File: config.mk
export PLATFORM = sky130hd
export DESIGN_NAME = jtag_burst_master
export DESIGN_NICKNAME = d
export VERILOG_FILES = /design/src/rtl/jtag_burst_master.sv
export SDC_FILE = /design/constraint.sdc
export NUM_CORES = 1
export LEC_CHECK = 0
export ABC_AREA = 1
export BUFFER_PORTS_ARGS = -buffer_cell sky130_fd_sc_hd__buf_4
export CORE_MARGIN = 10
export CORE_UTILIZATION = 40
export DETAILED_ROUTE_END_ITERATION = 12
export HOLD_SLACK_MARGIN = 0.03
export SLEW_MARGIN = 20
export SYNTH_ARGS = -nofsm -noshare
export SYNTH_HDL_FRONTEND = slang
export SYNTH_SLANG_ARGS = --single-unit
File: constraint.sdc
create_clock -name system_clock -period 6.8 [get_ports system_clock]
set_input_delay 0.68 -clock system_clock [delete_from_list [all_inputs] [get_ports system_clock]]
set_output_delay 0.68 -clock system_clock [all_outputs]
set_load 0.02 [all_outputs]
File: src/rtl/jtag_burst_master.sv
// jtag_burst_master
//
// Bus-master engine between the JTAG command decoder and the Gecko5 system
// bus. A command (single word or burst, read or write) is taken over a
// valid/ready handshake. The engine then requests the bus, issues the
// transaction and streams the data beats. Read data lands in an internal
// FIFO that drains on its own handshake. The FIFO back-pressures the slave
// through busyOUT.
//
// Optional feature: define JTAG_BUS_TIMEOUT_EN to add a watchdog. The
// watchdog aborts a transfer that sees no grant, beat or end for
// TIMEOUT_CYCLES cycles. Without the macro the engine waits indefinitely.
//
// Ports
//   system_clock, system_reset_n : clock, synchronous active-low reset
//   cmd_*                        : command handshake (write flag, word
//                                  address, beats-1, byte enables)
//   wdata_valid/ready, wdata     : write-data stream into the engine
//   rdata_valid/ready, rdata     : read-data stream out of the FIFO
//   done, status                 : completion pulse; status 00 ok,
//                                  01 bus error, 10 timeout, 11 rejected
//   request, granted             : arbiter handshake
//   *OUT                         : bus drive (all zero outside a transfer)
//   *IN                          : bus sample
module jtag_burst_master #(
  parameter int MAX_BURST      = 16,
  parameter int FIFO_DEPTH     = 16,
  parameter int TIMEOUT_CYCLES = 1024
) (
  input  logic        system_clock,
  input  logic        system_reset_n,
  input  logic        cmd_valid,
  output logic        cmd_ready,
  input  logic        cmd_write,
  input  logic [31:0] cmd_address,
  input  logic [7:0]  cmd_burst_len,
  input  logic [3:0]  cmd_byte_enable,
  input  logic        wdata_valid,
  output logic        wdata_ready,
  input  logic [31:0] wdata,
  output logic        rdata_valid,
  input  logic        rdata_ready,
  output logic [31:0] rdata,
  output logic        done,
  output logic [1:0]  status,
  output logic        request,
  input  logic        granted,
  output logic [31:0] address_dataOUT,
  output logic [3:0]  byte_enableOUT,
  output logic [7:0]  burst_sizeOUT,
  output logic        read_n_writeOUT,
  output logic        begin_transactionOUT,
  output logic        end_transactionOUT,
  output logic        data_validOUT,
  output logic        busyOUT,
  input  logic [31:0] address_dataIN,
  input  logic        end_transactionIN,
  input  logic        data_validIN,
  input  logic        busyIN,
  input  logic        errorIN
);

  localparam int          AW        = $clog2(FIFO_DEPTH);
  localparam logic [AW:0] DEPTH_W   = FIFO_DEPTH[AW:0];
  localparam int          BUSY_AT   = FIFO_DEPTH - 2;
  // Two free entries left: the slave may still land one beat after seeing busy.
  localparam logic [AW:0] BUSY_FILL = BUSY_AT[AW:0];
  localparam logic [8:0]  MAX_BEATS = MAX_BURST[8:0];

  localparam logic [1:0] ST_OK      = 2'b00;
  localparam logic [1:0] ST_BUS_ERR = 2'b01;
  localparam logic [1:0] ST_TIMEOUT = 2'b10;
  localparam logic [1:0] ST_REJECT  = 2'b11;

  typedef enum logic [2:0] {
    S_IDLE, S_REQ, S_BEGIN, S_WRITE, S_READ, S_END, S_DONE
  } state_t;

  state_t      state, state_nxt;
  logic [1:0]  code_q, code_nxt, status_q;

  // Latched command
  logic        wr_q;
  logic [31:0] addr_q;
  logic [7:0]  len_q;
  logic [3:0]  be_q;

  // Write beat staging
  logic [8:0]  load_cnt, xfer_cnt;
  logic        pend_q;
  logic [31:0] wbeat_q;

  // Read FIFO; pointers carry one extra wrap bit
  logic [31:0] mem [FIFO_DEPTH];
  logic [AW:0] wptr, rptr, rptr_nxt, fifo_fill;
  logic [31:0] rdata_q;

  logic        cmd_accept, too_long;
  logic [8:0]  beats_req;
  logic        wbeat_load, wbeat_xfer;
  logic        fifo_full, fifo_push, fifo_pop, fifo_drop;
  logic        wd_hit;

  assign cmd_accept = (state == S_IDLE) && cmd_valid;
  assign beats_req  = {1'b0, cmd_burst_len} + 9'd1;
  assign too_long   = beats_req > MAX_BEATS;

  // The next beat may load in the same cycle the current one leaves, which
  // keeps an unstalled burst at one beat per cycle.
  assign wbeat_xfer  = (state == S_WRITE) && pend_q && !busyIN;
  assign wdata_ready = (state == S_WRITE) && (load_cnt != 9'd0) && (!pend_q || wbeat_xfer);
  assign wbeat_load  = wdata_valid && wdata_ready;

  assign fifo_fill = wptr - rptr;
  assign fifo_full = (fifo_fill == DEPTH_W);
  assign fifo_pop  = (fifo_fill != '0) && rdata_ready;
  // A pop in the same cycle frees the slot, so a full FIFO can still accept.
  assign fifo_push = (state == S_READ) && data_validIN && (!fifo_full || fifo_pop);
  assign fifo_drop = (state == S_READ) && data_validIN && fifo_full && !fifo_pop;
  assign rptr_nxt  = rptr + {{AW{1'b0}}, fifo_pop};

`ifdef JTAG_BUS_TIMEOUT_EN
  localparam int             WW      = $clog2(TIMEOUT_CYCLES + 1);
  localparam int             WD_LAST = TIMEOUT_CYCLES - 1;
  localparam logic [WW-1:0]  WD_END  = WD_LAST[WW-1:0];

  logic [WW-1:0] wd_cnt;
  logic          wd_active, wd_evt;

  assign wd_active = (state == S_REQ) || (state == S_WRITE) || (state == S_READ);
  assign wd_evt    = ((state == S_REQ) && granted) || wbeat_xfer ||
                     ((state == S_READ) && (data_validIN || end_transactionIN));
  assign wd_hit    = wd_active && !wd_evt && (wd_cnt == WD_END);

  always_ff @(posedge system_clock) begin
    if (!system_reset_n || !wd_active || wd_evt) wd_cnt <= '0;
    else                                          wd_cnt <= wd_cnt + 1'b1;
  end
`else
  assign wd_hit = 1'b0;
`endif

  // Next state and completion code
  always_comb begin
    state_nxt = state;
    code_nxt  = code_q;
    case (state)
      S_IDLE: begin
        if (cmd_accept) begin
          if (too_long) begin
            state_nxt = S_DONE;
            code_nxt  = ST_REJECT;
          end else begin
            state_nxt = S_REQ;
            code_nxt  = ST_OK;
          end
        end
      end
      S_REQ: begin
        if (granted) state_nxt = S_BEGIN;
        else if (wd_hit) begin
          // Bus never owned: just drop the request, no end_transaction.
          state_nxt = S_DONE;
          code_nxt  = ST_TIMEOUT;
        end
      end
      S_BEGIN: begin
        if (errorIN) begin
          code_nxt  = ST_BUS_ERR;
          state_nxt = wr_q ? S_END : S_DONE;
        end else begin
          state_nxt = wr_q ? S_WRITE : S_READ;
        end
      end
      S_WRITE: begin
        if (errorIN) begin
          code_nxt  = ST_BUS_ERR;
          state_nxt = S_END;
        end else if (wbeat_xfer && (xfer_cnt == 9'd1)) begin
          state_nxt = S_END;
        end else if (wd_hit) begin
          code_nxt  = ST_TIMEOUT;
          state_nxt = S_END;
        end
      end
      S_READ: begin
        if (fifo_drop) code_nxt = ST_BUS_ERR;
        if (errorIN) begin
          code_nxt  = ST_BUS_ERR;
          state_nxt = S_DONE;
        end else if (end_transactionIN) begin
          state_nxt = S_DONE;
        end else if (wd_hit) begin
          code_nxt  = ST_TIMEOUT;
          state_nxt = S_END;
        end
      end
      S_END:   state_nxt = S_DONE;
      S_DONE:  state_nxt = S_IDLE;
      default: state_nxt = S_IDLE;
    endcase
  end

  // Control registers
  always_ff @(posedge system_clock) begin
    if (!system_reset_n) begin
      state    <= S_IDLE;
      code_q   <= ST_OK;
      status_q <= ST_OK;
      pend_q   <= 1'b0;
      load_cnt <= '0;
      xfer_cnt <= '0;
      wptr     <= '0;
      rptr     <= '0;
      rdata_q  <= '0;
    end else begin
      state  <= state_nxt;
      code_q <= code_nxt;
      // DONE is always entered from another state, so this loads exactly
      // once per command and the code stays visible until the next one.
      if (state_nxt == S_DONE) status_q <= code_nxt;

      if (cmd_accept) begin
        load_cnt <= beats_req;
        xfer_cnt <= beats_req;
      end
      if (state == S_WRITE) begin
        if (wbeat_load)      pend_q <= 1'b1;
        else if (wbeat_xfer) pend_q <= 1'b0;
        if (wbeat_load) load_cnt <= load_cnt - 9'd1;
        if (wbeat_xfer) xfer_cnt <= xfer_cnt - 9'd1;
      end else begin
        pend_q <= 1'b0;
      end

      if (fifo_push) wptr <= wptr + 1'b1;
      rptr <= rptr_nxt;
      // Registered head of FIFO; bypass when the pushed word becomes the head.
      if (fifo_push && (wptr == rptr_nxt)) rdata_q <= address_dataIN;
      else                                 rdata_q <= mem[rptr_nxt[AW-1:0]];
    end
  end

  // Datapath registers (no reset needed; qualified by control state)
  always_ff @(posedge system_clock) begin
    if (cmd_accept) begin
      wr_q   <= cmd_write;
      addr_q <= cmd_address;
      len_q  <= cmd_burst_len;
      be_q   <= cmd_byte_enable;
    end
    if (wbeat_load) wbeat_q <= wdata;
    if (fifo_push)  mem[wptr[AW-1:0]] <= address_dataIN;
  end

  assign cmd_ready   = (state == S_IDLE);
  assign done        = (state == S_DONE);
  assign status      = status_q;
  assign request     = (state == S_REQ) || (state == S_BEGIN) ||
                       (state == S_WRITE) || (state == S_READ);
  assign rdata_valid = (fifo_fill != '0);
  assign rdata       = rdata_q;

  // Bus drive: zero outside the owning states (wired-OR bus)
  always_comb begin
    address_dataOUT      = '0;
    byte_enableOUT       = '0;
    burst_sizeOUT        = '0;
    read_n_writeOUT      = 1'b0;
    begin_transactionOUT = 1'b0;
    end_transactionOUT   = 1'b0;
    data_validOUT        = 1'b0;
    busyOUT              = 1'b0;
    case (state)
      S_BEGIN: begin
        begin_transactionOUT = 1'b1;
        address_dataOUT      = addr_q;
        burst_sizeOUT        = len_q;
        read_n_writeOUT      = !wr_q;
        byte_enableOUT       = be_q;
      end
      S_WRITE: begin
        data_validOUT   = pend_q;
        address_dataOUT = pend_q ? wbeat_q : 32'd0;
      end
      S_READ:  busyOUT = (fifo_fill >= BUSY_FILL);
      S_END:   end_transactionOUT = 1'b1;
      default: ;
    endcase
  end

endmodule

; After elaboration in Yosys (flattened, before gate mapping)
; Memory sizes are Yosys's and may differ from the RTL's.
; Index checks and enable logic that the tools add are counted.
[word_totals]
out_inout_bits = 88
mem_bits_rw = 512
regBits = 145
memories = 1
in_bits = 119
word_cells = 99
[memory_table]
columns = name, words, width, rd, rd_clocked_by_memory_dff, write_ports, line_no
row1 = mem, 16, 32, 1, 0, 1, 94  ; logic [31:0] mem [FIFO_DEPTH];
[op_classes]
n_lt_le_gt_ge = 2
n_eq_ne = 10
reduce_logical = 29
n_addsub = 6
muxes = 37
[op_table]
columns = op, n
row1 = $mux 32, 2
row2 = $pmux 32 s2, 1
row3 = $mux 9, 6
row4 = $mux 3, 9
row5 = $pmux 3 s6, 1
row6 = $sub 9x1->9 const B, 2
row7 = $logic_and 1x1->1, 13
row8 = $eq 3x3->1 const B, 4
row9 = $mux 2, 6
row10 = $add 8x1->9 const B, 1
row11 = $eq 9x1->1 const B, 1
row12 = $gt 9x5->1 const B, 1
row13 = $mux 1, 9
row14 = $reduce_bool 9->1, 1
row15 = $mux 8, 1
row16 = $eq 3x2->1 const B, 2
row17 = $pmux 2 s3, 1
row18 = $add 5x1->5, 1
row19 = $add 5x1->5 const B, 1
row20 = $eq 5x5->1, 1
row21 = $eq 5x5->1 const B, 1
row22 = $ge 5x4->1 const B, 1
row23 = $logic_not 1->1, 5
row24 = $logic_or 1x1->1, 5
row25 = 8 further kinds, 8

; Longest topological paths before layout
; Gate-level depths: netlist of run 1.
[logic_depth]
ltp_word = 8
mapped_depth = 23
depth_no_buf = 22

; Worst setup path after synthesis of run 1
; No wires, ideal clock.
[synth_path]
kind = flip-flop to flip-flop
from = register wptr[0]
to = memory mem[0][0], enable pin
path_buffers = 0
synth_period_minus_slack_ns = 3.552
t_arrival_ns = 3.131
required_time_ns = 6.379
stages_incl_launch_ff = 12
path_slack_ns = 3.248
path_cell_list = dfxtp_1 > inv_1 > ha_1 > inv_1 > fa_1 > xor2_1 > nor2_1 > nand3_1 > nor2_2 > nor2_4 > nand2_1 > nor2_1
[synth_between]
elab_chain_len = 7
[synth_rtl]
columns = element, line_no
row1 = start: declaration, 95  ; logic [AW:0] wptr, rptr, rptr_nxt, fifo_fill;
row2 = start signal: assignment, 236  ; if (fifo_push) wptr <= wptr + 1'b1;
row3 = $sub 5x5->5, 114  ; assign fifo_fill = wptr - rptr;
row4 = $eq 5x5->1 or $reduce_bool 5->1 (tied branches), "115, 116"
row5 = $logic_not 1->1 or $logic_and 1x1->1 (tied branches), "118, 116"
row6 = $logic_or 1x1->1, 118  ; assign fifo_push = (state == S_READ) && data_validIN && (!fifo_full || fifo_pop);
row7 = $logic_and 1x1->1, 118
row8 = $mux 1, 253  ; if (fifo_push) mem[wptr[AW-1:0]] <= address_dataIN;
row9 = $mux 1 (implied by the code), 253
row10 = end: declaration, 94
; Parallel ways exist; a longest one is shown, timed or not.

; Worst setup path after layout of run 1
[layout_path]
from = register wptr[0]
to = register rdata_q[0] (netlist: rdata[0])
[layout_between]
elab_chain_len = 7
[layout_rtl]
columns = element, line_no
row1 = $sub 5x5->5 *, 114
row2 = $reduce_bool 5->1 *, 116  ; assign fifo_pop = (fifo_fill != '0) && rdata_ready;
row3 = $logic_and 1x1->1 *, 116
row4 = $add 5x1->5 *, 120  ; assign rptr_nxt = rptr + {{AW{1'b0}}, fifo_pop};
row5 = net rptr_nxt[1], 95
row6 = "parallel branches: the longest is 2 deep, another holds $mem_v2 16x32", -
row7 = $mux 32 *, 239  ; if (fifo_push && (wptr == rptr_nxt)) rdata_q <= address_dataIN;
row8 = end signal: assignment, 239
row9 = end signal: assignment, 240  ; else rdata_q <= mem[rptr_nxt[AW-1:0]];
row10 = end: declaration, 96  ; logic [31:0] rdata_q;
; Mark *: on every way through the listed nets, which the timed path passes.
; A chain may end at the register's enable or synchronous reset.

==> results of run 1 <==
## placed cells by master (no fill, tap or decap), types with 17 or more instances in the layout
| cell | Yosys | routed |
|---|---|---|
| nand3_1 | 97 | 97 |
| clkbuf_1 | 69 | 17 |
| a21oi_1 | 27 | 27 |
| nor2_1 | 388 | 373 |
| edfxtp_1 | 589 | 589 |
| o21ai_0 | 271 | 271 |
| o221ai_1 | 128 | 128 |
| nand2_1 | 127 | 127 |
| buf_4 | 1 | 235 |
| inv_1 | 72 | 69 |
| o21ai_1 | 31 | 31 |
| a22o_1 | 32 | 32 |
| nor2_4 | 3 | 19 |
| clkbuf_16 | 0 | 72 |
| dfxtp_1 | 68 | 68 |
## layout make-up
| cell class | count | area, sq um | area share |
|---|---|---|---|
| Sequential cell | 657 | 19000 | 0.618 |
| Multi-Input combinational cell | 1192 | 6440 | 0.209 |
| Clock buffer | 93 | 1920 | 0.0623 |
| Timing Repair Buffer | 236 | 1780 | 0.0576 |
| Tap cell | 855 | 1070 | 0.0347 |
| Inverter | 82 | 317 | 0.0103 |
| Clock inverter | 32 | 259 | 0.00840 |
## sequential cells by signal (all words and copies together), names as in the netlist
| name | cells |
|---|---|
| wr_q | 1 |
| len_q | 8 |
| be_q | 4 |
| xfer_cnt | 9 |
| wptr | 5 |
| load_cnt | 9 |
| status | 2 |
| pend_q | 1 |
| wbeat_q | 32 |
| mem | 512 |
| addr_q | 32 |
| code_q | 2 |
| state | 3 |
| rdata | 32 |
| rptr | 5 |
## worst max-delay path by stage
stage | endpoint | slack (ns) | depth (start not counted)
after floorplan | mem[0][0] | 3.25 | 11
after global placement | rdata[27] | 1.66 | 21
after detailed placement | rdata[0] | 1.48 | 21
after CTS | rdata[0] | 1.47 | 21
after global routing | rdata[10] | 1.10 | 21
final | rdata[0] | 1.43 | 21
## through the flow
step | worst slack, ns | utilization
2_1_floorplan | 3.25 | -
6_report | 1.43 | 0.477
4_1_cts | 1.47 | 0.476
5_1_grt | 1.10 | 0.477
3_5_place_dp | 1.48 | 0.443
3_3_place_gp | 1.66 | 0.443
## kinds of logic after synthesis
logic type / synth area share
xor gates and xnor gates: 0.00663
buffers and inverters: 0.0343
DFF: 0.727
and+or+nand+nor: 0.101
AOI/OAI and AO/OA: 0.123
adders and majority gates: 0.00840
## critical path, stage by stage (launching register included)
cell	delay, ns
dfxtp_1	0.43
inv_1	0.13
ha_1	0.21
inv_1	0.08
fa_1	0.43
inv_1	0.07
nand2_1	0.05
nor2_1	0.09
nand3_1	0.12
inv_1	0.09
a21oi_1	0.10
ha_4	0.18
ha_4	0.75
inv_2	0.50
nand2_1	0.19
a21oi_1	0.09
nand4_1	0.11
nor2_1	0.08
nand2_4	0.49
clkinv_2	0.63
nor2_1	0.27
nor2_1	0.08
## power groups by stage
stage | Clock, mW | Sequential (mW) | Combinational, mW
global route | 3.86 | 4.74 | 4.30
finish | 3.64 | 4.72 | 3.86
floorplan | 0 | 4.87 | 2.63
global placement | 0 | 4.81 | 3.75
CTS | 3.71 | 4.73 | 3.88
detailed placement | 0 | 4.81 | 3.86
## per-layer routing
metal  wire length (um)  track usage  share of wire  vias to the layer above
li1                   -            -              -                     7973
met1              30600        0.236           0.43                     8684
met2              34100        0.296           0.48                      591
met3               4380       0.0327          0.062                       97
met4               1350       0.0444          0.019                        2
met5                 20            0        0.00028                        -
==> out/results.md, run 1 <==
| Metric | Reported |
|:---|:---|
| Total routed wirelength | 70,500 um |
| Tot Pwr | 12.2 mW |
| Synth area leaders | edfxtp_1 (67%), nor2_1 (5.6%), dfxtp_1 (5.2%), o21ai_0 (5.2%), o221ai_1 (4.3%) |
| Fmax | 186 MHz |
| Final setup violation count | 0 |
| Cell taking the most area after synthesis | edfxtp_1 |
| Later-pin clock latency in the skew report | 0.61 ns |
| Count of input and output buffers | 206 |
| Static power due to leakage | 10.7 nW |
| Launch instance of the worst min-delay path | cmd_address[2] |
| Summed negative setup slack over all endpoints | 0 ns |
| Rel. slew slack | 0.292 |
| Number of antenna violations at the first check in global routing | 1 |
| Post-Synthesis Net Count | 2,197 |
| Post-synth design cell area | 26,200 sq um |
| Post-CTS setup buffer count | 0 |
| Buffer type at the clock tree root | clkbuf_16 |
| Sort of element at the start of the critical path | register |
| Critical path data required time | 7.29 ns |
| R2R depth | 21 |
| Dpl cell area | 28,600 sq um |
| Run status | complete, no violations |
| Count of fill cells added during filler insertion | 5,678 |
| Area grow syn2layout | 17.6% |
| Number of DRC markers in iteration 0 | 1,596 |
| Number of clock sinks seen by CTS | 657 |
| Fin crit period | 5.37 ns |
| EDFF count, synth | 589 |
| Layout cells sized above 1 | 0.167 |
| Maximum net fanout on the critical path | 60 |
| Die Outline Area | 76,200 sq um |
| Vias per cell | 5.51 |
| All-layer global routing usage | 0.177 |
| Most instantiated cells after synthesis | edfxtp_1 (589), nor2_1 (388), o21ai_0 (271), o221ai_1 (128), nand2_1 (127) |
| Via count of the first global-routing pass | 17,200 |
| Cells after synthesis | 2,061 |
| ANT cells | 0 |
| Post-cts hold buffer count | 0 |
| Number of H-tree branching levels | 3 |
| Number of remaining DRC errors | 0 |
| Fin cells | 3,147 |
| Detail Route Antenna Nets | 0 |
| Dominant cell by count in the synthesized netlist | edfxtp_1 |
| IR drop worst, VDD | 0.000309 V |
| Die W | 276 um |
| Switching share of power | 0.352 |
| Pwr per Cell Area | 396 nW/um^2 |
| Reg-to-reg critical path endpoint | rdata[0] |
| Kind of end point of the critical path | register |
| Clock-pin slew reported for the worst setup and hold paths after clock tree synthesis | 0.06 ns |
| Distinct cell type count after synthesis | 47 |
| Number of instances in the placed design | 3,022 |
| Warning count from the yosys run | 0 |
| Terminating pin of the worst hold path | addr_q[2] |
| Number of maximum-capacitance constraint violations | 0 |
| Type of the worst min-delay path | input pin to register |
| Worst endpoint data arrival time | 5.85 ns |
| TritonRoute pass-1 iters | 5 |
| Clock buffer depth | 3 |
| Final Max Tran Viols | 0 |
| Count of cells resized by post-cts repair | 0 |
| Slew at the pin closest to its max-slew limit | 1.06 ns |
| Reg-to-reg setup timing slack | 1.43 ns |
| Wire length of the first global-routing pass | 106,000 um |
| Post-Synthesis Mean Instance Area | 12.7 sq um |
| Count of endpoints failing hold in the final timing report | 0 |
| Congestion Overflow GR | 0 |
| Net switching power | 4.30 mW |
| Int Pwr | 7.92 mW |
| Worst clock skew | 0.0209 ns |
| CTS tree | done |
| Initial core utilization | 0.405 |
| Final HPWL DP | 37,000 um |
| Worst setup path startpoint | wptr[0] |
| Fraction of registers with async set or reset after synthesis | 0 |
| Gp weighted congestion | 0.815 |
| Crit Path Category | register to register |
| RSZ-0062 raised after global routing | false |
| Part of the total power dissipated in the clock network | 0.298 |
| Number of placement rows | 93 |
| Routed length per placed instance | 22.4 um |
| Tightest hold margin | 0.256 ns |
| Crit share post-route | 0.789 |
| Hold Path Depth | 1 |
| Die Y-Extent | 276 um |
| Core Footprint | 64,700 sq um |
| Reg power frac | 0.386 |
| Number of synthesized register bits | 657 |
| I/O pin count | 207 |
| Sequential element share of the synthesized area | 0.727 |
| Dominant synthesized flop cell | edfxtp_1 |
| Pin count of the biggest net entering global routing | 126 |
| Count of vias placed by the detailed router | 17,300 |
| Total number of nets in the final design | 2,374 |
| Final cell area excluding filler cells | 30,800 sq um |
| Power share of the combinational group | 0.316 |
| Num CTS Buffers | 69 |
| Reg-to-Reg Start | wptr[0] |
| Area share of the largest cell type after synthesis | 0.675 |
No activity file was read; power rests on OpenSTA's default activity.
==> inputs of run 2 (changes only) <==
- ABC_AREA: 1 -> 0
- clock period: 6.8 -> 4.35 ns (I/O delays scaled with it)
==> out/results.md, run 2 <==
| Metric | Reported | Delta |
|:---|:---|:---|
| Crit share post-route | 0.932 | +0.143 |
| Flip-flop count of the largest register, all copies and words added | 512 | unchanged |
| Maximum net fanout on the critical path | 33 | -45% |
| RSZ-0062 raised after global routing | false |  |
| Storage element area | 19,000 sq um | unchanged |
| Layout cells sized above 1 | 0.310 | +0.144 |
| Summed negative setup slack over all endpoints | 0 ns | unchanged |
| Run status | complete, no violations |  |
| Final HPWL DP | 35,100 um | -5.1% |
| Part of the total power dissipated in the clock network | 0.315 | +0.017 |
| Net switching power | 5.29 mW | +23% |
| Static power due to leakage | 10.7 nW | -0.19% |
| I/O pin count | 207 | unchanged |
| Critical path data required time | 4.84 ns | -2.45 ns |
| Num CTS Buffers | 72 | +4.3% |
| Rel. slew slack | 0.451 | +0.159 |
| Commonest non-fill, non-tap cell in the layout | edfxtp_1 |  |
| Final setup violation count | 0 | unchanged |
| Dominant cell by count in the synthesized netlist | edfxtp_1 |  |
| Gate family responsible for the most delay along the worst path | adder cells |  |
| Worst clock skew | 0.0193 ns | -0.00164 ns |
| EDFF count, synth | 589 | unchanged |
| Number of maximum-capacitance constraint violations | 0 | unchanged |
| Cell taking the most area after synthesis | edfxtp_1 |  |
| CP cell instances | inv_1, ha_1, inv_1, fa_1, nand3b_1, a211oi_1, o21bai_1, and2_1, ha_4, buf_12, mux4_2, mux2_2, o211ai_1, mux2i_1 |  |
| Sequential element share of the synthesized area | 0.731 | +0.00401 |
| Count of fill cells added during filler insertion | 5,245 | -7.6% |
| Number of placement rows | 93 | unchanged |
| TritonRoute pass-1 iters | 5 | unchanged |
| Gp weighted congestion | 0.768 | -5.8% |
| Dpl cell area | 29,000 sq um | +1.2% |
| Synth area leaders | edfxtp_1 (68%), mux4_2 (11%), dfxtp_1 (5.2%), mux2i_1 (2.6%), mux2_2 (1.4%) |  |
| Type of the worst min-delay path | input pin to register |  |
| Slew at the pin closest to its max-slew limit | 0.824 ns | -0.238 ns |
| All-layer global routing usage | 0.164 | -0.0134 |
| Int Pwr | 13.8 mW | +74% |
| Total number of nets in the final design | 1,852 | -22% |
| Core Footprint | 64,500 sq um | -0.36% |
| Final core area utilization | 0.498 | +0.0219 |
| Area grow syn2layout | 23.2% |  |
| Fmax | 247 MHz | +32% |
| Post-synth design cell area | 26,100 sq um | -0.55% |
| Number of remaining DRC errors | 0 | unchanged |
| Kind of end point of the critical path | register |  |
| CTS tree | done |  |
| Count of endpoints failing hold in the final timing report | 0 | unchanged |
| Pin count of the biggest net entering global routing | 64 | -49% |
| Worst endpoint data arrival time | 4.55 ns | -1.30 ns |
| Post-Synthesis Mean Instance Area | 18.7 sq um | +47% |
| Area used by multi-input combinational logic | 6740 sq um | +4.7% |
| Most instantiated cells after synthesis | edfxtp_1 (589), mux4_2 (128), nand2_1 (92), dfxtp_1 (68), mux2i_1 (67) |  |
| Initial core utilization | 0.404 | -0.000769 |
| Via count of the first global-routing pass | 14,800 | -14% |
| Slowest stage delay, CP | 0.54 ns | -0.21 ns |
| Power share of the combinational group | 0.297 | -0.019 |
| Count of input and output buffers | 206 | unchanged |
| Routed length per placed instance | 23.7 um | +5.8% |
| Switching share of power | 0.278 | -0.0742 |
| Congestion Overflow GR | 0 | unchanged |
| Final cell area excluding filler cells | 32,100 sq um | +4.2% |
| CP most frequent cell | inv_1 |  |
| Post-Synthesis Net Count | 1,531 | -30% |
| Clock-pin slew reported for the worst setup and hold paths after clock tree synthesis | 0.06 ns | about the same |
| Commonest non-fill, non-tap cells in the layout | edfxtp_1 (589), buf_4 (238), mux4_2 (128) |  |
| Fraction of registers with async set or reset after synthesis | 0 | unchanged |
| Wire length of the first global-routing pass | 94,000 um | -12% |
| Later-pin clock latency in the skew report | 0.61 ns | about the same |
| Final Max Tran Viols | 0 | unchanged |
| Area share of the largest cell type after synthesis | 0.678 | +0.00372 |
| Pwr per Cell Area | 593 nW/um^2 | +50% |
| Detail Route Antenna Nets | 0 | unchanged |
| Die Outline Area | 75,800 sq um | -0.51% |
| Vias per cell | 5.37 | -2.6% |
| Distinct cell type count after synthesis | 69 | +47% |
| Cell with the largest stage delay on the worst path | mux4_2 |  |
| Number of H-tree branching levels | 3 | unchanged |
| IR drop worst, VDD | 0.000318 V | +3.0% |
| Number of clock sinks seen by CTS | 657 | unchanged |
| Count of cells resized by post-cts repair | 0 | unchanged |
| Crit Path Category | register to register |  |
| Fin crit period | 4.06 ns | -1.31 ns |
| Die W | 275 um | -0.26% |
| Cells after synthesis | 1,395 | -32% |
| Sort of element at the start of the critical path | register |  |
| Total routed wirelength | 62,400 um | -11% |
| Number of synthesized register bits | 657 | unchanged |
| Clock buffer depth | 3 | unchanged |
| Reg power frac | 0.388 | +0.002 |
| Tightest hold margin | 0.0681 ns | -0.188 ns |
| Die Y-Extent | 275 um | -0.26% |
| Dominant synthesized flop cell | edfxtp_1 |  |
| Count of vias placed by the detailed router | 14,100 | -19% |
| Number of DRC markers in iteration 0 | 885 | -45% |
| Post-CTS setup buffer count | 0 | unchanged |
| Buffer type at the clock tree root | clkbuf_16 |  |
| Critical path buffer and inverter count | 3 | -3 |
| Number of antenna violations at the first check in global routing | 5 | +4 |
| Warning count from the yosys run | 0 | unchanged |
| Post-cts hold buffer count | 74 | +74 |
| Reg-to-reg setup timing slack | 0.29 ns | -1.14 ns |
run 2: changes by cell type after synthesis, moves of 34 or more:
| cell | previous run | this run |
|---|---|---|
| o211ai_1 | 1 | 35 |
| mux2i_1 | 0 | 67 |
| inv_1 | 72 | 20 |
| mux4_2 | 0 | 128 |
| o221ai_1 | 128 | 1 |
| o21ai_0 | 271 | 11 |
| nand2_1 | 127 | 92 |
| nor2_1 | 388 | 23 |
| nand3_1 | 97 | 21 |
run 2: path summary, 6_finish.rpt:
| check | startpoint | depth (start not counted) | endpoint |
|---|---|---|---|
| max reg2reg | wptr[0] | 14 | rdata[24] |
| min | cmd_burst_len[1] | 1 | len_q[1] |
| max | wptr[0] | 14 | rdata[24] |
| min reg2reg | xfer_cnt[7] | 2 | xfer_cnt[7] |
run 2: final cells by class:
cell class                      count  share of cell area
Inverter                           21             0.00245
Timing Repair Buffer              325              0.0868
Antenna cell                        3            0.000234
Clock buffer                      104              0.0645
Clock inverter                     29             0.00997
Tap cell                          855              0.0333
Multi-Input combinational cell    639               0.210
Sequential cell                   657               0.593
run 2: kinds of logic after synthesis:
kind of cell | Yosys count | synth area share
AND/OR/NAND/NOR | 221 | 0.0429
buffers and inverters | 99 | 0.0170
adder cells (fa/ha/maj) | 17 | 0.00845
flip-flops | 657 | 0.731
XOR/XNOR | 22 | 0.00792
multiplexers | 227 | 0.150
AO/OA/AOI/OAI | 152 | 0.0430
run 2: power groups by stage:
stage	registers, mW	logic, mW	clock network, mW
4_1_cts	7.39	5.79	6.14
5_1_grt	7.42	6.16	6.39
2_1_floorplan	7.62	3.95	0
6_report	7.39	5.66	6.01
3_5_place_dp	7.52	5.71	0
3_3_place_gp	7.52	5.66	0
run 2: routing by layer:
layer,wire [um],global-route usage,vias to the layer above
li1,-,-,6281
met3,4320,0.0394,100
met4,1360,0.0470,6
met2,30200,0.269,455
met5,49,0,-
met1,26500,0.215,7294
run 2: metrics by stage:
stage	std cells	power (mW)	setup slack [ns]
after floorplan	1395	11.6	-0.355
after global placement	2423	13.2	0.467
after detailed placement	2423	13.2	0.310
after CTS	2630	19.3	0.295
after global routing	2631	20.0	0.00344
final	2633	19.1	0.294
run 2: worst reg2reg max path, delay by kind of cell (launching register included):
family                   cells  cell delay (ns)
multiplexers                 3             0.95
buffers and inverters        3             0.46
flip-flops                   1             0.33
AO/OA/AOI/OAI                3             0.72
AND/OR/NAND/NOR              2             0.42
adder cells (fa/ha/maj)      3             1.07
